### src/rtl/dram_arb_pkg.sv
// Shared definitions for the DRAM arbiter: state encoding, default widths,
// and a small width helper used by the arbiter and its selector.
package dram_arb_pkg;

    localparam int DEF_N_REQ  = 4;
    localparam int DEF_ADDR_W = 16;
    localparam int DEF_DATA_W = 8;
    localparam int DEF_RD_LAT = 1;

    // Read latency is limited to 1..3, so the wait counter needs 2 bits.
    localparam int WAIT_CNT_W = 2;

    typedef enum logic [1:0] {
        IDLE  = 2'd0,
        ISSUE = 2'd1,
        WAIT  = 2'd2,
        DONE  = 2'd3
    } arb_state_t;

    // Width of an index into n requesters (at least one bit).
    function automatic int idx_width(input int n);
        return (n > 1) ? $clog2(n) : 1;
    endfunction

endpackage

### src/rtl/rr_select.sv
// Combinational round-robin selector: picks the first set request bit
// searching upward from ptr+1, wrapping modulo N_REQ.
module rr_select
    import dram_arb_pkg::*;
#(
    parameter int N_REQ = DEF_N_REQ,
    parameter int IDX_W = idx_width(DEF_N_REQ)
) (
    input  logic [N_REQ-1:0] req,
    input  logic [IDX_W-1:0] ptr,
    output logic [N_REQ-1:0] grant,
    output logic [IDX_W-1:0] index
);

    logic             found;
    logic [IDX_W-1:0] cand_idx;

    // Walk the candidates in priority order; the first requesting one wins.
    always_comb begin
        grant    = '0;
        index    = '0;
        found    = 1'b0;
        cand_idx = '0;
        for (int k = 1; k <= N_REQ; k++) begin
            cand_idx = IDX_W'((int'(ptr) + k) % N_REQ);
            if (!found && req[cand_idx]) begin
                found           = 1'b1;
                grant[cand_idx] = 1'b1;
                index           = cand_idx;
            end
        end
    end

endmodule

### src/rtl/dram_arbiter.sv
// Round-robin arbiter sharing one single-port data RAM among the cores.
// One transaction at a time: latch the winner, issue one strobe cycle,
// wait out the read latency, then pulse the winner's acknowledge.
module dram_arbiter
    import dram_arb_pkg::*;
#(
    parameter int N_REQ  = DEF_N_REQ,
    parameter int ADDR_W = DEF_ADDR_W,
    parameter int DATA_W = DEF_DATA_W,
    parameter int RD_LAT = DEF_RD_LAT
) (
    input  logic                      i_clk,
    input  logic                      i_rst,
    input  logic [N_REQ-1:0]          i_req,
    input  logic [N_REQ-1:0]          i_we,
    input  logic [N_REQ*ADDR_W-1:0]   i_addr,
    input  logic [N_REQ*DATA_W-1:0]   i_wdata,
    output logic [N_REQ-1:0]          o_ack,
    output logic [DATA_W-1:0]         o_rdata,
    output logic [N_REQ-1:0]          o_grant,
    output logic [ADDR_W-1:0]         o_mem_addr,
    output logic [DATA_W-1:0]         o_mem_wdata,
    output logic                      o_mem_rden,
    output logic                      o_mem_wren,
    input  logic [DATA_W-1:0]         i_mem_q,
    output logic                      o_busy
);

    localparam int IDX_W = idx_width(N_REQ);
    localparam int CNT_W = WAIT_CNT_W;

    arb_state_t        state_reg, state_next;
    logic [IDX_W-1:0]  idx_reg,   idx_next;
    logic [N_REQ-1:0]  grant_reg, grant_next;
    logic              we_reg,    we_next;
    logic [ADDR_W-1:0] addr_reg,  addr_next;
    logic [DATA_W-1:0] wdata_reg, wdata_next;
    logic [CNT_W-1:0]  cnt_reg,   cnt_next;
    logic [DATA_W-1:0] rdata_reg, rdata_next;
    logic [IDX_W-1:0]  ptr_reg,   ptr_next;

    logic [N_REQ-1:0]  sel_grant;
    logic [IDX_W-1:0]  sel_index;

    logic [ADDR_W-1:0] addr_arr  [N_REQ];
    logic [DATA_W-1:0] wdata_arr [N_REQ];

    // Unpack the per-core address and write-data buses.
    generate
        for (genvar gi = 0; gi < N_REQ; gi++) begin : g_unpack
            assign addr_arr[gi]  = i_addr[gi*ADDR_W +: ADDR_W];
            assign wdata_arr[gi] = i_wdata[gi*DATA_W +: DATA_W];
        end
    endgenerate

    rr_select #(
        .N_REQ (N_REQ),
        .IDX_W (IDX_W)
    ) u_rr_select (
        .req   (i_req),
        .ptr   (ptr_reg),
        .grant (sel_grant),
        .index (sel_index)
    );

    // Next-state and latch logic for the transaction sequence.
    always_comb begin
        state_next = state_reg;
        idx_next   = idx_reg;
        grant_next = grant_reg;
        we_next    = we_reg;
        addr_next  = addr_reg;
        wdata_next = wdata_reg;
        cnt_next   = cnt_reg;
        rdata_next = rdata_reg;
        ptr_next   = ptr_reg;

        case (state_reg)
            IDLE: begin
                if (|i_req) begin
                    idx_next   = sel_index;
                    grant_next = sel_grant;
                    we_next    = i_we[sel_index];
                    addr_next  = addr_arr[sel_index];
                    wdata_next = wdata_arr[sel_index];
                    state_next = ISSUE;
                end
            end
            ISSUE: begin
                if (we_reg) begin
                    state_next = DONE;
                end else begin
                    cnt_next   = CNT_W'(RD_LAT - 1);
                    state_next = WAIT;
                end
            end
            WAIT: begin
                if (cnt_reg == '0) begin
                    rdata_next = i_mem_q;
                    state_next = DONE;
                end else begin
                    cnt_next = cnt_reg - 1'b1;
                end
            end
            DONE: begin
                // The winner becomes lowest priority for the next round.
                ptr_next   = idx_reg;
                grant_next = '0;
                state_next = IDLE;
            end
            default: begin
                state_next = IDLE;
            end
        endcase
    end

    // State and latch registers; reset aborts any transaction in flight.
    always_ff @(posedge i_clk) begin
        if (i_rst) begin
            state_reg <= IDLE;
            idx_reg   <= '0;
            grant_reg <= '0;
            we_reg    <= 1'b0;
            addr_reg  <= '0;
            wdata_reg <= '0;
            cnt_reg   <= '0;
            rdata_reg <= '0;
            ptr_reg   <= IDX_W'(N_REQ - 1);
        end else begin
            state_reg <= state_next;
            idx_reg   <= idx_next;
            grant_reg <= grant_next;
            we_reg    <= we_next;
            addr_reg  <= addr_next;
            wdata_reg <= wdata_next;
            cnt_reg   <= cnt_next;
            rdata_reg <= rdata_next;
            ptr_reg   <= ptr_next;
        end
    end

    // RAM strobes exist only in ISSUE; the ack is suppressed while reset
    // is asserted so an aborted transaction never completes.
    assign o_mem_addr  = addr_reg;
    assign o_mem_wdata = wdata_reg;
    assign o_mem_rden  = (state_reg == ISSUE) && !we_reg;
    assign o_mem_wren  = (state_reg == ISSUE) &&  we_reg;
    assign o_grant     = grant_reg;
    assign o_ack       = ((state_reg == DONE) && !i_rst) ? grant_reg : '0;
    assign o_rdata     = rdata_reg;
    assign o_busy      = (state_reg != IDLE);

endmodule

### config.mk
export PLATFORM = sky130hd
export DESIGN_NAME = dram_arbiter
export DESIGN_NICKNAME = d
export VERILOG_FILES = /design/src/rtl/dram_arb_pkg.sv /design/src/rtl/rr_select.sv /design/src/rtl/dram_arbiter.sv
export SDC_FILE = /design/constraint.sdc
export NUM_CORES = 1
export LEC_CHECK = 0
export CORE_MARGIN = 2
export CORE_UTILIZATION = 40
export DETAILED_ROUTE_END_ITERATION = 8
export HOLD_SLACK_MARGIN = 0.08
export PLACE_DENSITY = 0.83
export RECOVER_POWER = 50
export SLEW_MARGIN = 0
export SYNTH_ARGS = -nofsm -noshare
export SYNTH_HDL_FRONTEND = slang
export SYNTH_HIERARCHICAL = 1
export SYNTH_SLANG_ARGS = --single-unit
### constraint.sdc
create_clock -name i_clk -period 4.7 [get_ports i_clk]
set_clock_uncertainty 0.15 [all_clocks]
set_input_delay 0.94 -clock i_clk [delete_from_list [all_inputs] [get_ports i_clk]]
set_output_delay 0.94 -clock i_clk [all_outputs]
set_load 0.1 [all_outputs]
* Word-level counts from Yosys, hierarchy flattened *
Index checks and enable logic that the tools add are counted.

cells by class
  order comparisons = 10
  muxes and demuxes = 45
  reduce and logical (&&, ||, !) cells = 26
  equality and inequality tests = 7
  add/sub/neg operators = 5
  bitwise gates (word level) = 4

operator list
  kind                                                        count
  binary-select mux 16 bit (select 2 bit)                     1
  two-way mux 16 bit                                          2
  two-way mux 4 bit                                           6
  binary-select mux 8 bit (select 2 bit)                      1
  two-way mux 2 bit                                           8
  two-way mux 8 bit                                           2
  less-than comparator 2 x 3 -> 1 bit, second input constant  5
  two-way mux 1 bit                                           13
  OR 4 bit                                                    3
  binary-select mux 1 bit (select 2 bit)                      5
  logical AND 1 bit                                           10
  demux 1 bit (select 2 bit)                                  4
  >= comparator 2 x 1 -> 1 bit, second input constant         4
  != test 2 bit, second input constant                        4
  case mux 2 bit (4 select lines)                             1
  case mux 4 bit (2 select lines)                             1
  AND reduction 2 bit                                         4
  nonzero test 2 bit                                          3
  logical NOT 1 bit                                           5
  adder 2 x 1 -> 2 bit, second input constant                 2
  adder 2 bit, second input constant                          2
  equality test 2 bit, second input constant                  2
  logical NOT 2 bit                                           2
  case mux 2 bit (2 select lines)                             1
  other kinds (6)                                             6

word-level totals
  bits in registers = 45
  logic and storage cells = 106

* Logic depth before layout (Yosys ltp) *
  word-level depth = 17
  mapped depth = 10

* Modules after synthesis *
The synthesis kept the hierarchy.

by module, submodules not included
  module        cells each  times used  area an instance (um2)
  dram_arbiter  210         1           2408.6
  rr_select     59          1           490.5

* Least setup slack after synthesis *
Ideal clock, no wire load.

  path kind = input -> register
  start = in i_req[2]
  end = reg addr_reg[0] (netlist: o_mem_addr[0])
  path slack = 1.253 ns
  stages on the path = 8
  data required time = 4.433 ns
  data arrival time = 3.179 ns
  buffers on the path = 3
  path through = buf_6 mux4_2 o21ai_1 a2bb2oi_1 buf_2 buf_2 mux4_2 a22o_2

on the way
  longest elaborated chain between the ends = 16
  elaborated cells on any way between the ends = 27

RTL lines
  item                                                        line                 text
  from (decl)                                                 dram_arbiter.sv:14   input logic [N_REQ-1:0] i_req,
  binary-select mux 1 bit (select 2 bit)                      rr_select.sv:26      if (!found && req[cand_idx]) begin
  two-way mux 1 bit (not written as such)                     rr_select.sv:26
  two-way mux 1 bit                                           rr_select.sv:26
  logical NOT 1 bit                                           rr_select.sv:26
  logical AND 1 bit                                           rr_select.sv:26
  two-way mux 1 bit                                           rr_select.sv:26
  logical NOT 1 bit                                           rr_select.sv:26
  logical AND 1 bit                                           rr_select.sv:26
  two-way mux 1 bit                                           rr_select.sv:26
  logical NOT 1 bit                                           rr_select.sv:26
  logical AND 1 bit                                           rr_select.sv:26
  two-way mux 2 bit (*)                                       rr_select.sv:26
  named net sel_index[0]                                      dram_arbiter.sv:43   logic [IDX_W-1:0] sel_index;
  NOT 2 -> 3 bit (not written as such) (*)                    dram_arbiter.sv:84   addr_next = addr_arr[sel_index];
  binary-select mux 16 bit (select 2 bit) (*)                 dram_arbiter.sv:84
  two-way mux 16 bit (not written as such) (*) (2 in series)  dram_arbiter.sv:84
  to (signal assigned)                                        dram_arbiter.sv:134  addr_reg <= addr_next;
  to (decl)                                                   dram_arbiter.sv:36   logic [ADDR_W-1:0] addr_reg, addr_next;

The timed path passes the listed nets; every way through them passes the cells marked *. The select of a mux whose other input is x is not followed.
A chain may end at the register's enable or synchronous reset.

* Worst setup path after layout *
  start = in i_rst
  end = out o_ack[0]

on the way
  longest elaborated chain between the ends = 3

RTL lines
  item               line                 text
  from (decl)        dram_arbiter.sv:13   input logic i_rst,
  logical NOT 1 bit  dram_arbiter.sv:149  assign o_ack = ((state_reg == DONE) && !i_rst) ? grant_reg : '0;
  logical AND 1 bit  dram_arbiter.sv:149
  two-way mux 4 bit  dram_arbiter.sv:149
  to (decl)          dram_arbiter.sv:18   output logic [N_REQ-1:0] o_ack,

Every way passes these cells.

==> results.sh <==
export IMPL_final_hold_viol_count=0
export IMPL_post_drt_wl_per_cell_um=16.4
export IMPL_io_buffer_count=156
export IMPL_startpoint_type="primary input"
export IMPL_synth_seq_area_share_pct=31.1
export IMPL_n_fill_cell=599
export IMPL_r2r_cells=8
export IMPL_grt_max_degree=27
export IMPL_cts_tree="built"
export IMPL_antenna_cells=0
export IMPL_die_y_um=89.1
export IMPL_cp_startpoint="i_rst"
export IMPL_worstPathCellList="dlygate4sd3_1 -> clkbuf_1 -> nor2b_1 -> and2_1 -> buf_4"
export IMPL_synth_common_cells="45 x dfxtp_1, 33 x nand2_1, 27 x mux4_2"
export IMPL_slew_viol_final=0
export IMPL_dp_hpwl_mm=6.66
export IMPL_synth_largest_area_cell="dfxtp_1"
export IMPL_min_from="o_rdata[3]"
export IMPL_nets=545
export IMPL_ys_ff_latch=45
export IMPL_totalWireLength_mm=8.49
export IMPL_ir_drop_mv=0.379
export IMPL_timing_slew_headroom_pct=27.8
export IMPL_synth_edf_count=0
export IMPL_finalSetupViolCount=0
export IMPL_avgSynthCellArea_um2=10.8
export IMPL_ant_nets=0
export IMPL_largest_reg_flops=16
export IMPL_outcome="finished clean"
export IMPL_hold_buffers=0
export IMPL_power_total_mw=3.14
export IMPL_worstPathArrival_ns=2.81
export IMPL_crit_end="o_ack[0]"
export IMPL_gp_congestion=0.787
export IMPL_crit_cells=5
export IMPL_htreeDepth=2
export IMPL_die_x_um=89.1
export IMPL_dr_first_iter_drc_count=106
export IMPL_synthTopCellsByArea="dfxtp_1 31%, mux4_2 21%, a22o_2 8.3%"
export IMPL_critical_path_buf_inv_count=3
export IMPL_grt_pass1_wl_mm=12.2
export IMPL_via_per_inst=5.29
export IMPL_drive_above_1_share_pct=18.4
export IMPL_yosysMostFrequentCell="dfxtp_1"
export IMPL_syn_cell_area_um2=2900
export IMPL_cts_root_buf="clkbuf_8"
export IMPL_fp_coreArea_um2=7140
export IMPL_rr_startpoint="ptr_reg[0]"
export IMPL_gr_usage_all_layers_pct=19.9
export IMPL_cts_buffer_depth=2
export IMPL_rsz0062_at_grt="false"
export IMPL_vias=2734
export IMPL_worst_setup_path_type="primary input to output pin"
export IMPL_insertion_delay_ns=0.30
export IMPL_period_minus_slack_ns=3.90
export IMPL_grt_pass1_vias=2562
export IMPL_cts_resized=0
export IMPL_die_area_um2=7940
export IMPL_power_leakage_nw=1.80
export IMPL_critPathTopFamily="buffers and inverters"
export IMPL_max_freq_ghz=0.256
export IMPL_syn_nets=397
export IMPL_hold_path_class="register to register"
export IMPL_cp_data_required_time_ns=3.61
export IMPL_synth_cells=269
export IMPL_synthDistinctLibCells=48
export IMPL_tightest_slew_ns=1.08
export IMPL_postCtsSetupRepairBufs=0
export IMPL_synthArstFlopShare_pct=0
export IMPL_areaGrowthSynthToFinish_pct=59.3
export IMPL_drv_cap=0
export IMPL_yosys_warnings=6
export IMPL_slowest_stage="clkbuf_1"
export IMPL_start_util_pct=40.6
export IMPL_clk_pin_slew_worst_paths_ns=0.08
export IMPL_setup_tns_ns=0
export IMPL_synth_top_cell_area_share_pct=31.1
export IMPL_grt_overflow_total=0
export IMPL_rows=31
export IMPL_reg2reg_to="o_mem_wdata[1]"
export IMPL_ios=157
export IMPL_cts_buffers=5
export IMPL_fin_crit_sh_pct=83.0
export IMPL_remaining_drc_errors=0
export IMPL_slowest_delay_ns=0.72
export IMPL_path_max_fanout=21
export IMPL_cts_sinks=45
export IMPL_cellPowerDensity_nw_per_um2=679
export IMPL_reg2reg_slack_ns=0.97
export IMPL_synth_flop_cell="dfxtp_1"
export IMPL_grt_antenna_before_repair=0
export IMPL_end_kind="output pin"
export IMPL_dr_pass1_iters=6
==> stage by stage <==
stage,setup slack [ns],hold WS [ns],area [um^2],instances,utilization [%]
floorplan,1.25,0.286,2900,269,-
global placement,0.625,0.292,4510,509,63.1
detailed placement,0.555,0.299,4510,509,63.1
CTS,0.878,0.311,4620,517,64.8
global route,0.580,0.322,4620,517,64.7
finish,0.799,0.302,4620,517,64.7
==> cell families after synthesis <==
group,after synthesis,share of synthesized area [%]
compound gates,78,22.4
fa+ha+maj,14,6.04
buf+inv,29,5.39
flops,45,31.1
mux,32,22.7
simple gates,71,12.3
==> layout by cell type (no fill, tap or decap), types with 5 or more instances in the layout <==
master and n:
clkdlybuf4s50_1 121, dfxtp_1 45, nand2_1 33, dlygate4sd3_1 31
mux4_2 27, a22o_2 24, a21oi_1 16, ha_1 14
nand3_1 10, inv_1 9, buf_4 7, and2_1 6
clkbuf_8 6, o21ai_1 6, nor2b_1 5
==> where the power goes <==
part / leakage [nW] / internal (mW) / switching, mW
clock: 0.0585 / 0.173 / 0.129
sequential: 0.370 / 0.529 / 0.106
combinational: 1.37 / 0.707 / 1.49
==> worst min-delay path by stage <==
stage | to | depth (start not counted)
after floorplan | idx_reg[0] | 2
after global placement | o_rdata[5] | 2
after detailed placement | o_rdata[3] | 2
after CTS | o_rdata[3] | 2
after global routing | o_rdata[4] | 2
final | o_rdata[3] | 2
==> worst register-to-register path, delay by kind of cell, from the launching register on <==
family | cells | cell delay [ns]
compound gates | 3 | 0.63
fa+ha+maj | 1 | 0.45
buf+inv | 2 | 0.66
flops | 1 | 0.74
mux | 2 | 1.01
==> layout make-up <==
cell class | instances | area, um^2 | share of cell area (%)
Tap cell | 99 | 124 | 2.68
Multi-Input combinational cell | 195 | 1860 | 40.3
Clock buffer | 7 | 86.3 | 1.87
Timing Repair Buffer | 160 | 1580 | 34.2
Sequential cell | 45 | 901 | 19.5
Clock inverter | 1 | 30.0 | 0.650
Inverter | 10 | 37.5 | 0.813
==> metal layers <==
metal	track usage, %	vias to the layer above	wire length, um
met1	25.0	1298	3370
met5	0	-	0
li1	-	1330	-
met2	34.5	88	4450
met4	6.65	0	226
met3	3.79	18	450
(Power assumes the default switching activity.)
